File: src/rtl/core_sequencer.sv
// core_sequencer -- drives the core instruction word through one full
// weight/activation pass: host words are written into xmem, weights are
// moved into L0 and loaded into the PE array, the pipeline is padded,
// activations are moved into L0 and executed, and the output FIFO is
// drained into psum memory.
//
// Optional feature: define SEQ_STALL_CNT_EN to add the stall_cnt output,
// a saturating count of L0-transfer cycles that were blocked by L0_full.
//
// Ports
//   clk, reset        clock, synchronous active-high reset
//   start             one-cycle kick-off pulse, only honoured in IDLE
//   n_w, n_a          weight / activation word counts
//   x_base, p_base    xmem and psum base addresses
//   host_data/valid   host write stream, accepted while host_ready is high
//   ofifo_valid       output FIFO has data
//   L0_full           L0 cannot accept another word
//   inst              34-bit core instruction word
//   D_xmem            xmem write data
//   busy, done        activity flag and one-cycle completion pulse
//   stall_cnt         (SEQ_STALL_CNT_EN only) L0 stall cycle counter
//
// State table
//   state   | meaning
//   IDLE    | waiting for start
//   LOAD_X  | host words written into xmem (weights then activations)
//   W_L0    | weights read from xmem into L0
//   K_LOAD  | weights loaded from L0 into the PE array
//   K_PAD   | pipeline settle gap of col cycles
//   A_L0    | activations read from xmem into L0
//   EXEC    | activations streamed from L0 into the array
//   DRAIN   | output FIFO written into psum memory
//   DONE    | completion pulse

module core_sequencer #(
    parameter int bw  = 4,
    parameter int row = 8,
    parameter int col = 8,
    parameter int AW  = 11
) (
    input  logic              clk,
    input  logic              reset,
    input  logic              start,
    input  logic [AW-1:0]     n_w,
    input  logic [AW-1:0]     n_a,
    input  logic [AW-1:0]     x_base,
    input  logic [AW-1:0]     p_base,
    input  logic [bw*row-1:0] host_data,
    input  logic              host_valid,
    output logic              host_ready,
    input  logic              ofifo_valid,
    input  logic              L0_full,
    output logic [33:0]       inst,
    output logic [bw*row-1:0] D_xmem,
    output logic              busy,
    output logic              done
`ifdef SEQ_STALL_CNT_EN
    ,
    output logic [15:0]       stall_cnt
`endif
);

    localparam logic [3:0] S_IDLE   = 4'd0;
    localparam logic [3:0] S_LOAD_X = 4'd1;
    localparam logic [3:0] S_W_L0   = 4'd2;
    localparam logic [3:0] S_K_LOAD = 4'd3;
    localparam logic [3:0] S_K_PAD  = 4'd4;
    localparam logic [3:0] S_A_L0   = 4'd5;
    localparam logic [3:0] S_EXEC   = 4'd6;
    localparam logic [3:0] S_DRAIN  = 4'd7;
    localparam logic [3:0] S_DONE   = 4'd8;

    // CEN/WEN of both memories high, everything else low
    localparam logic [33:0] IDLE_INST = 34'h1_800C_0000;

    logic [3:0]    state;
    logic [AW-1:0] n_w_q;
    logic [AW-1:0] n_a_q;
    logic [AW-1:0] x_base_q;
    logic [AW-1:0] p_base_q;
    logic [AW:0]   k;        // host words written; can exceed 2^AW-1
    logic [AW-1:0] j;        // L0 reads issued in the current transfer
    logic [AW-1:0] m;        // psum words written
    logic [AW-1:0] tmr;      // down-counter for K_LOAD / K_PAD / EXEC
    logic          rd_pend;  // xmem read issued last cycle, data lands in L0 now

    logic [AW:0]   total;
    logic          in_l0;
    logic [AW-1:0] l0_n;
    logic [AW-1:0] l0_off;
    logic          hs;
    logic          rd_issue;
    logic          l0_last;
    logic          p_wr;
    logic          tmr_tc;

    assign total    = {1'b0, n_w_q} + {1'b0, n_a_q};
    assign in_l0    = (state == S_W_L0) || (state == S_A_L0);
    assign l0_n     = (state == S_W_L0) ? n_w_q : n_a_q;
    assign l0_off   = (state == S_W_L0) ? '0 : n_w_q;
    assign hs       = (state == S_LOAD_X) && host_valid;
    assign rd_issue = in_l0 && !L0_full && (j != l0_n);
    // final L0 write of the transfer: every read issued, last one landing now
    assign l0_last  = in_l0 && rd_pend && (j == l0_n);
    assign p_wr     = (state == S_DRAIN) && ofifo_valid;
    assign tmr_tc   = (tmr == '0);

    always_ff @(posedge clk) begin
        if (reset) begin
            state    <= S_IDLE;
            n_w_q    <= '0;
            n_a_q    <= '0;
            x_base_q <= '0;
            p_base_q <= '0;
            k        <= '0;
            j        <= '0;
            m        <= '0;
            tmr      <= '0;
            rd_pend  <= 1'b0;
        end else begin
            case (state)
                S_IDLE: begin
                    if (start) begin
                        n_w_q    <= n_w;
                        n_a_q    <= n_a;
                        x_base_q <= x_base;
                        p_base_q <= p_base;
                        k        <= '0;
                        j        <= '0;
                        m        <= '0;
                        rd_pend  <= 1'b0;
                        if ((n_w == '0) || (n_a == '0))
                            state <= S_DONE;
                        else
                            state <= S_LOAD_X;
                    end
                end
                S_LOAD_X: begin
                    if (hs) begin
                        k <= k + 1'b1;
                        if ((k + 1'b1) == total) begin
                            state   <= S_W_L0;
                            j       <= '0;
                            rd_pend <= 1'b0;
                        end
                    end
                end
                S_W_L0, S_A_L0: begin
                    rd_pend <= rd_issue;
                    if (rd_issue)
                        j <= j + 1'b1;
                    if (l0_last) begin
                        j <= '0;
                        if (state == S_W_L0) begin
                            state <= S_K_LOAD;
                            tmr   <= n_w_q - 1'b1;
                        end else begin
                            state <= S_EXEC;
                            tmr   <= n_a_q - 1'b1;
                        end
                    end
                end
                S_K_LOAD: begin
                    if (tmr_tc) begin
                        state <= S_K_PAD;
                        tmr   <= AW'(col - 1);
                    end else begin
                        tmr <= tmr - 1'b1;
                    end
                end
                S_K_PAD: begin
                    if (tmr_tc) begin
                        state   <= S_A_L0;
                        j       <= '0;
                        rd_pend <= 1'b0;
                    end else begin
                        tmr <= tmr - 1'b1;
                    end
                end
                S_EXEC: begin
                    if (tmr_tc) begin
                        state <= S_DRAIN;
                        m     <= '0;
                    end else begin
                        tmr <= tmr - 1'b1;
                    end
                end
                S_DRAIN: begin
                    if (p_wr) begin
                        m <= m + 1'b1;
                        if (m == (n_a_q - 1'b1))
                            state <= S_DONE;
                    end
                end
                S_DONE: begin
                    state <= S_IDLE;
                end
                default: begin
                    state <= S_IDLE;
                end
            endcase
        end
    end

`ifdef SEQ_STALL_CNT_EN
    always_ff @(posedge clk) begin
        if (reset)
            stall_cnt <= '0;
        else if ((state == S_IDLE) && start)
            stall_cnt <= '0;
        else if (in_l0 && L0_full && (stall_cnt != 16'hFFFF))
            stall_cnt <= stall_cnt + 16'd1;
    end
`endif

    // Outputs are decoded from the current state and inputs so that a
    // handshake or stall takes effect in the same cycle; reset masks them
    // immediately rather than waiting for the state register.
    always_comb begin
        inst       = IDLE_INST;
        D_xmem     = '0;
        host_ready = 1'b0;
        busy       = 1'b0;
        done       = 1'b0;
        if (!reset) begin
            busy       = (state != S_IDLE);
            done       = (state == S_DONE);
            host_ready = (state == S_LOAD_X);
            if (hs) begin
                inst[19]   = 1'b0;
                inst[18]   = 1'b0;
                inst[17:7] = x_base_q + k[AW-1:0];
                D_xmem     = host_data;
            end
            if (rd_issue) begin
                inst[19]   = 1'b0;
                inst[17:7] = x_base_q + l0_off + j;
            end
            if (in_l0 && rd_pend)
                inst[2] = 1'b1;
            if (state == S_K_LOAD) begin
                inst[3] = 1'b1;
                inst[0] = 1'b1;
            end
            if (state == S_EXEC) begin
                inst[3] = 1'b1;
                inst[1] = 1'b1;
            end
            if (p_wr) begin
                inst[32]    = 1'b0;
                inst[31]    = 1'b0;
                inst[30:20] = p_base_q + m;
                inst[6]     = 1'b1;
            end
        end
    end

endmodule

File: config.mk
export PLATFORM = sky130hd
export DESIGN_NAME = core_sequencer
export DESIGN_NICKNAME = d
export VERILOG_FILES = /design/src/rtl/core_sequencer.sv
export SDC_FILE = /design/constraint.sdc
export NUM_CORES = 1
export LEC_CHECK = 0
export BUFFER_PORTS_ARGS = -buffer_cell sky130_fd_sc_hd__buf_2
export CORE_MARGIN = 2
export CORE_UTILIZATION = 53
export CTS_CLUSTER_SIZE = 14
export DETAILED_ROUTE_END_ITERATION = 16
export GPL_TIMING_DRIVEN = 0
export PLACE_DENSITY = 0.74
export SLEW_MARGIN = 20
export SYNTH_ARGS = -nofsm -noshare
export SYNTH_HDL_FRONTEND = slang
export SYNTH_SLANG_ARGS = --single-unit
File: constraint.sdc
create_clock -name clk -period 12.6 [get_ports clk]
set_clock_uncertainty 0.2 [all_clocks]
set_input_delay 1.89 -clock clk [delete_from_list [all_inputs] [get_ports clk]]
set_output_delay 1.89 -clock clk [all_outputs]
set_load 0.05 [all_outputs]
# Word-level counts from Yosys, hierarchy flattened
# Index checks and enable logic that the tools add are counted.
# Widths: inputs -> output; s select.
# word_totals
regBits,94
latch_bits,0
ram_bits,0
rom_bits,0
inputBits,82
out_inout_bits,69
word_cells,123
mem_count,0
# op_classes
add_sub_neg,11
mul,0
n_div,0
n_lt_le_gt_ge,0
n_eq_ne,23
shift,0
muxes,52
bitwise_logic,0
n_reduce_logical,27
# op_table
cell,n
$mux 11,14
$pmux 11 s3,2
$mux 32,2
$add 11x11->11,4
$mux 4,11
$pmux 11 s4,1
$logic_not 11->1,3
$sub 11x1->11 const B,3
$pmux 4 s7,1
$mux 27,1
$mux 13,2
$mux 12,2
$pmux 12 s2,1
$add 11x1->11 const B,2
$eq 11x11->1,2
$eq 4x3->1 const B,4
$ne 2x2->1 const B,8
$mux 1,13
$add 11x11->12,1
$add 12x1->12 const B,1
$eq 12x12->1,1
$ne 11x11->1,1
$reduce_and 9->1,1
$eq 4x2->1 const B,2
19 further kinds,30

# Longest topological paths before layout
# logic_depth
word_depth,7
mapped_depth,18
ltp_nobuf,15

# Least setup slack after synthesis
# Ideal clock, no wire load.
# synth_timing
path_type,register -> output
start,reg state[3]
end,out inst[17]
arrival_time_ns,4.321
t_required_ns,10.510
setup_slack_ns,6.189
path_stages_with_launch,18
path_buffers,4
path_cell_list,dfxtp_1 > buf_2 > or4b_1 > buf_2 > clkbuf_1 > clkbuf_1 > and2_1 > fa_1 > ha_1 > a21o_1 > a21oi_1 > nor2b_1 > o21a_1 > o41a_1 > a31oi_1 > xnor2_1 > a22oi_1 > nor2_1
# synth_between
elab_chain_len,6
word_cells_on_any_way,15
cone_classes,add/sub: 2; eq/ne: 4; mux: 5; reduce/logical: 4
# synth_rtl
element,line,rtl
"start, declared",76,logic [3:0] state;
"start signal, assigned",110,state <= S_IDLE;
"start signal, assigned",133,state <= S_DONE;
"start signal, assigned",135,state <= S_LOAD_X;
$eq 4x2->1 / $eq 4x3->1 (equally long branches),"98, 99, 100",
"$mux 11, or another cell as far along",100,assign l0_off = (state == S_W_L0) ? '0 : n_w_q;
"$add 11x11->11, or another cell as far along",237,inst[17:7] = x_base_q + l0_off + j;
$add 11x11->11 / $logic_and 1x1->1 (equally long branches),"237, 102",
$mux 11 *,235,if (rd_issue) begin
$mux 27 *,225,if (!reset) begin
"end, declared",53,"output logic [33:0] inst,"
# Every way passes the cells marked *; elsewhere a longest branch is shown, timed or not.

# Worst setup path in the final report
# Same ends and word-level chain as after synthesis.

==> metrics.md <==
| Metric | Value |
|---|---|
| Synth Flop Type | `dfxtp_1` |
| Clock Sinks | `94` |
| Placed Instances | `1379` |
| Grt peak-use layer | `met2` |
| Synthesized instance count | `1047` |
| ANT nets after route | `0` |
| CP arrival | `4.87 ns` |
| Combinational family with the most area after synthesis | `simple AND/OR/NAND/NOR gates` |
| Run status | `complete, no violations` |
| IO Count | `151` |
| 1st-iter DRT viols | `646` |
| Met1 Usage GRT | `38.87%` |
| TritonCTS clock tree | `done` |
| Row Count | `44` |
| Startpoint Class | `flip-flop` |
| WL final | `23130 um` |
| Worst Hold Path EP | `p_base_q[8]$_SDFFE_PP0P_` |
| Port bufs | `146` |
| Layout cells sized above 1 | `15.36%` |
| Met2 Usage GRT | `46.02%` |
| Antenna Cells | `0` |
| Initial Util | `54.27%` |
| Initial antenna violation count | `0` |
| Critical path class | `flip-flop to output port` |
| Detailed placement HPWL | `17910 um` |
| Fin crit share | `55.20%` |
| Vias per cell | `5.867` |
| Root buf cell | `clkbuf_16` |
| Routed len/inst | `16.58 um` |
| Vias in the first global route | `7344` |
| TNS Setup | `0 ns` |
| Die height | `126.2 um` |
| Peak supply drop | `0.08496 mV` |
| Number of flops mapped to enable cells by yosys | `0` |
| CTS buffer count | `9` |
| Slew HR | `20.36%` |
| Total GRT Usage | `28.80%` |
| CP bufs+invs | `5` |
| Endpoint class of the critical path | `output port` |
| Post-synthesis xor/xnor area fraction | `11.92%` |
| Unrepaired setup endpoints after global routing | `false` |
| Setup bufs post-CTS | `0` |
| Vias | `8185` |
| Post-cts gate resize count | `0` |
| Worst min path class | `flip-flop to flip-flop` |
| Flops & latches, synth | `94` |
| Post-synthesis mux area share | `1.406%` |
| RD Place Congestion | `0.9523` |
| Layout area overhead | `16.15%` |
| Synth warn | `0` |
| Synth unique cells | `72` |
| Final setup violation count | `0` |
| Final slew viol count | `0` |
| Reg clk slew, reported paths | `0.08 ns` |
| End of the worst register-to-register path | `j[5]$_SDFFE_PP0P_` |
| Crit path max-delay family | `compound AO/OA/AOI/OAI gates` |
| Most used cell, CP | `buf_2` |
| Layout Cells excl Fill | `1395` |
| Crit path cell chain | `buf_2 > or4b_1 > buf_2 > clkbuf_1 > clkbuf_1 > and2_1 > fa_1 > ha_1 > a21o_1 > a21oi_1 > nor2b_1 > o21a_1 > o41a_1 > a31oi_1 > xnor2_1 > a22oi_1 > nor2_1 > buf_2` |
| Post-CTS Hold Fix Bufs | `0` |
| Leakage Power | `4.237 nW` |
| RR Startpoint | `n_w_q[7]$_SDFFE_PP0P_` |
| Final Hold Viols | `0` |
| Clock Tree Buf Depth | `2` |
| Post-Synth Simple-Gate Area | `26.33%` |
| Sequential-to-total area share from yosys stat | `23.77%` |
| First-pass GRT wire length | `36860 um` |
| H-Tree Depth | `3` |
| DRC violations left | `0` |
| Post-synth ARST share | `0%` |
| Compound-Gate Fraction of Synth Area | `20.62%` |
| Syn Area/Cell | `7.562 um^2` |
| Pwr/cell area | `154.4 nW/um^2` |
| Core area | `14590 um^2` |
| Tmin final | `6.956 ns` |
| Cells on worst reg2reg path | `10` |
| Met3 usage | `6.117%` |
| Clock latency on the worst-skew pair | `0.37 ns` |
| Post-Synth Adder-Cell Area | `10.97%` |
| Crit-path max cell delay | `0.48 ns` |
| Internal reg-to-reg setup slack | `8.59 ns` |
| Slowest cell on the critical path | `or4b_1` |
| Die width | `126.2 um` |
| Syn Std Cell Area | `7918 um^2` |
| Total grt overflow | `0` |
| Largest net degree at the start of global routing | `18` |
| Min-delay src | `p_base_q[8]$_SDFFE_PP0P_` |
| DRT Pass-1 Iters | `5` |
| Data required, critical path | `10.51 ns` |
| Hold path cells | `2` |
| Maxcap violations | `0` |
| Nets | `1349` |
| Slew @ Worst Pin | `1.179 ns` |
| Fillers | `1398` |
| Die area | `15930 um^2` |
| Fmax | `143.8 MHz` |
| CP max FO | `10` |
[Yosys cell counts, types with 5 or more instances]
| library cell | count | share of area (%) |
|---|---|---|
| nand2b_1 | 20 | 1.6 |
| a21oi_1 | 96 | 6.1 |
| a31oi_1 | 8 | 0.63 |
| or3_1 | 8 | 0.63 |
| o21a_1 | 10 | 0.95 |
| nand3_1 | 17 | 1.1 |
| and2_1 | 17 | 1.3 |
| nor2b_1 | 8 | 0.63 |
| a21o_1 | 20 | 1.9 |
| inv_1 | 32 | 1.5 |
| xor2_1 | 38 | 4.2 |
| o211ai_1 | 5 | 0.47 |
| nand2_1 | 136 | 6.4 |
| o22ai_1 | 16 | 1.3 |
| buf_4 | 6 | 0.57 |
| fa_1 | 14 | 3.5 |
| a22oi_1 | 11 | 1.0 |
| mux2i_1 | 10 | 1.3 |
| and3_1 | 49 | 3.9 |
| dfxtp_1 | 94 | 24 |
| nor4_1 | 16 | 1.3 |
| clkbuf_1 | 54 | 2.6 |
| nor2_1 | 98 | 4.6 |
| o21ai_0 | 30 | 1.9 |
| ha_1 | 47 | 7.4 |
| o21ai_1 | 9 | 0.57 |
| nand4_1 | 6 | 0.47 |
| o31a_1 | 7 | 0.77 |
| nor3_1 | 23 | 1.5 |
| xnor2_1 | 62 | 6.9 |
[state kept, by name (all words and copies together) (netlist names)]
name	cells
k	12
j	11
m	11
n_a_q	11
n_w_q	11
p_base_q	11
tmr	11
x_base_q	11
state	4
rd_pend	1
[per-layer routing]
metal	share of wire (%)	vias to the layer above
met5	0	-
met4	2.9	0
met3	9.2	47
met2	44	351
met1	44	3777
li1	-	4010
[per-stage QoR]
stage	instance area, um^2	setup WS [ns]	total power [W]	utilization, %	hold WS, ns
after CTS	9190	5.683	0.001412	62.99	0.2650
after detailed placement	8886	6.105	0.001121	60.91	0.2544
after global routing	9196	5.468	0.001521	63.04	0.2893
after floorplan	7925	6.189	0.0009417	-	0.2400
final	9196	5.644	0.001420	63.04	0.2638
after global placement	8886	6.071	0.001115	60.91	0.2508
[kinds of logic (layout without fill, tap and decap cells)]
family	after synthesis	after routing
flip-flops	94	94
multiplexers	11	11
AO/OA/AOI/OAI	256	256
adder cells (fa/ha/maj)	61	61
AND/OR/NAND/NOR	424	424
XOR/XNOR	103	103
buffers and inverters	97	259
other	1	3
[how the worst max path moves through the flow]
stage | start | end | slack [ns] | cells after the start
final | state[3]$_SDFFE_PP0P_ | inst[17] | 5.64 | 18
after global routing | state[3]$_SDFFE_PP0P_ | inst[17] | 5.47 | 18
after CTS | state[3]$_SDFFE_PP0P_ | inst[17] | 5.68 | 18
after detailed placement | state[3]$_SDFFE_PP0P_ | inst[17] | 6.10 | 18
after global placement | state[3]$_SDFFE_PP0P_ | inst[17] | 6.07 | 18
after floorplan | state[3]$_SDFFE_PP0P_ | inst[17] | 6.19 | 17
[area by class of cell]
| type | count | area, um^2 | share of cell area [%] |
|---|---|---|---|
| clock inverter | 6 | 75.07 | 0.8163 |
| multi-input combinational | 858 | 5658 | 61.52 |
| clock buffer | 10 | 229.0 | 2.490 |
| tap | 184 | 230.2 | 2.503 |
| timing repair buffer | 146 | 730.7 | 7.946 |
| buffer | 65 | 271.5 | 2.952 |
| inverter | 32 | 120.1 | 1.306 |
| sequential | 94 | 1882 | 20.46 |
[placed cells by master, fill, tap and decap left out, types with 20 or more instances in the layout]
cell and n:
ha_1 47, nand2b_1 20, inv_1 32, nand2_1 136, a21oi_1 96, o21ai_0 30, buf_2 150, nor3_1 23
and3_1 49, a21o_1 20, xor2_1 38, dfxtp_1 94, clkbuf_1 55, xnor2_1 62, nor2_1 98
[report_power, final]
part           internal (W)  switching (W)
Combinational      0.000281       0.000463
Clock              0.000158       0.000131
Sequential         0.000336      0.0000515
[worst reg2reg max path: stages, from the launching register on]
cell      delay [ns]
dfxtp_1         0.58
ha_1            0.36
a21o_1          0.19
a211o_1         0.30
or3_1           0.39
a31oi_1         0.23
xnor2_1         0.14
o311ai_0        0.15
o21ai_1         0.54
nand2_1         0.41
o31a_1          0.39
Power figures use the tool's default switching activity.
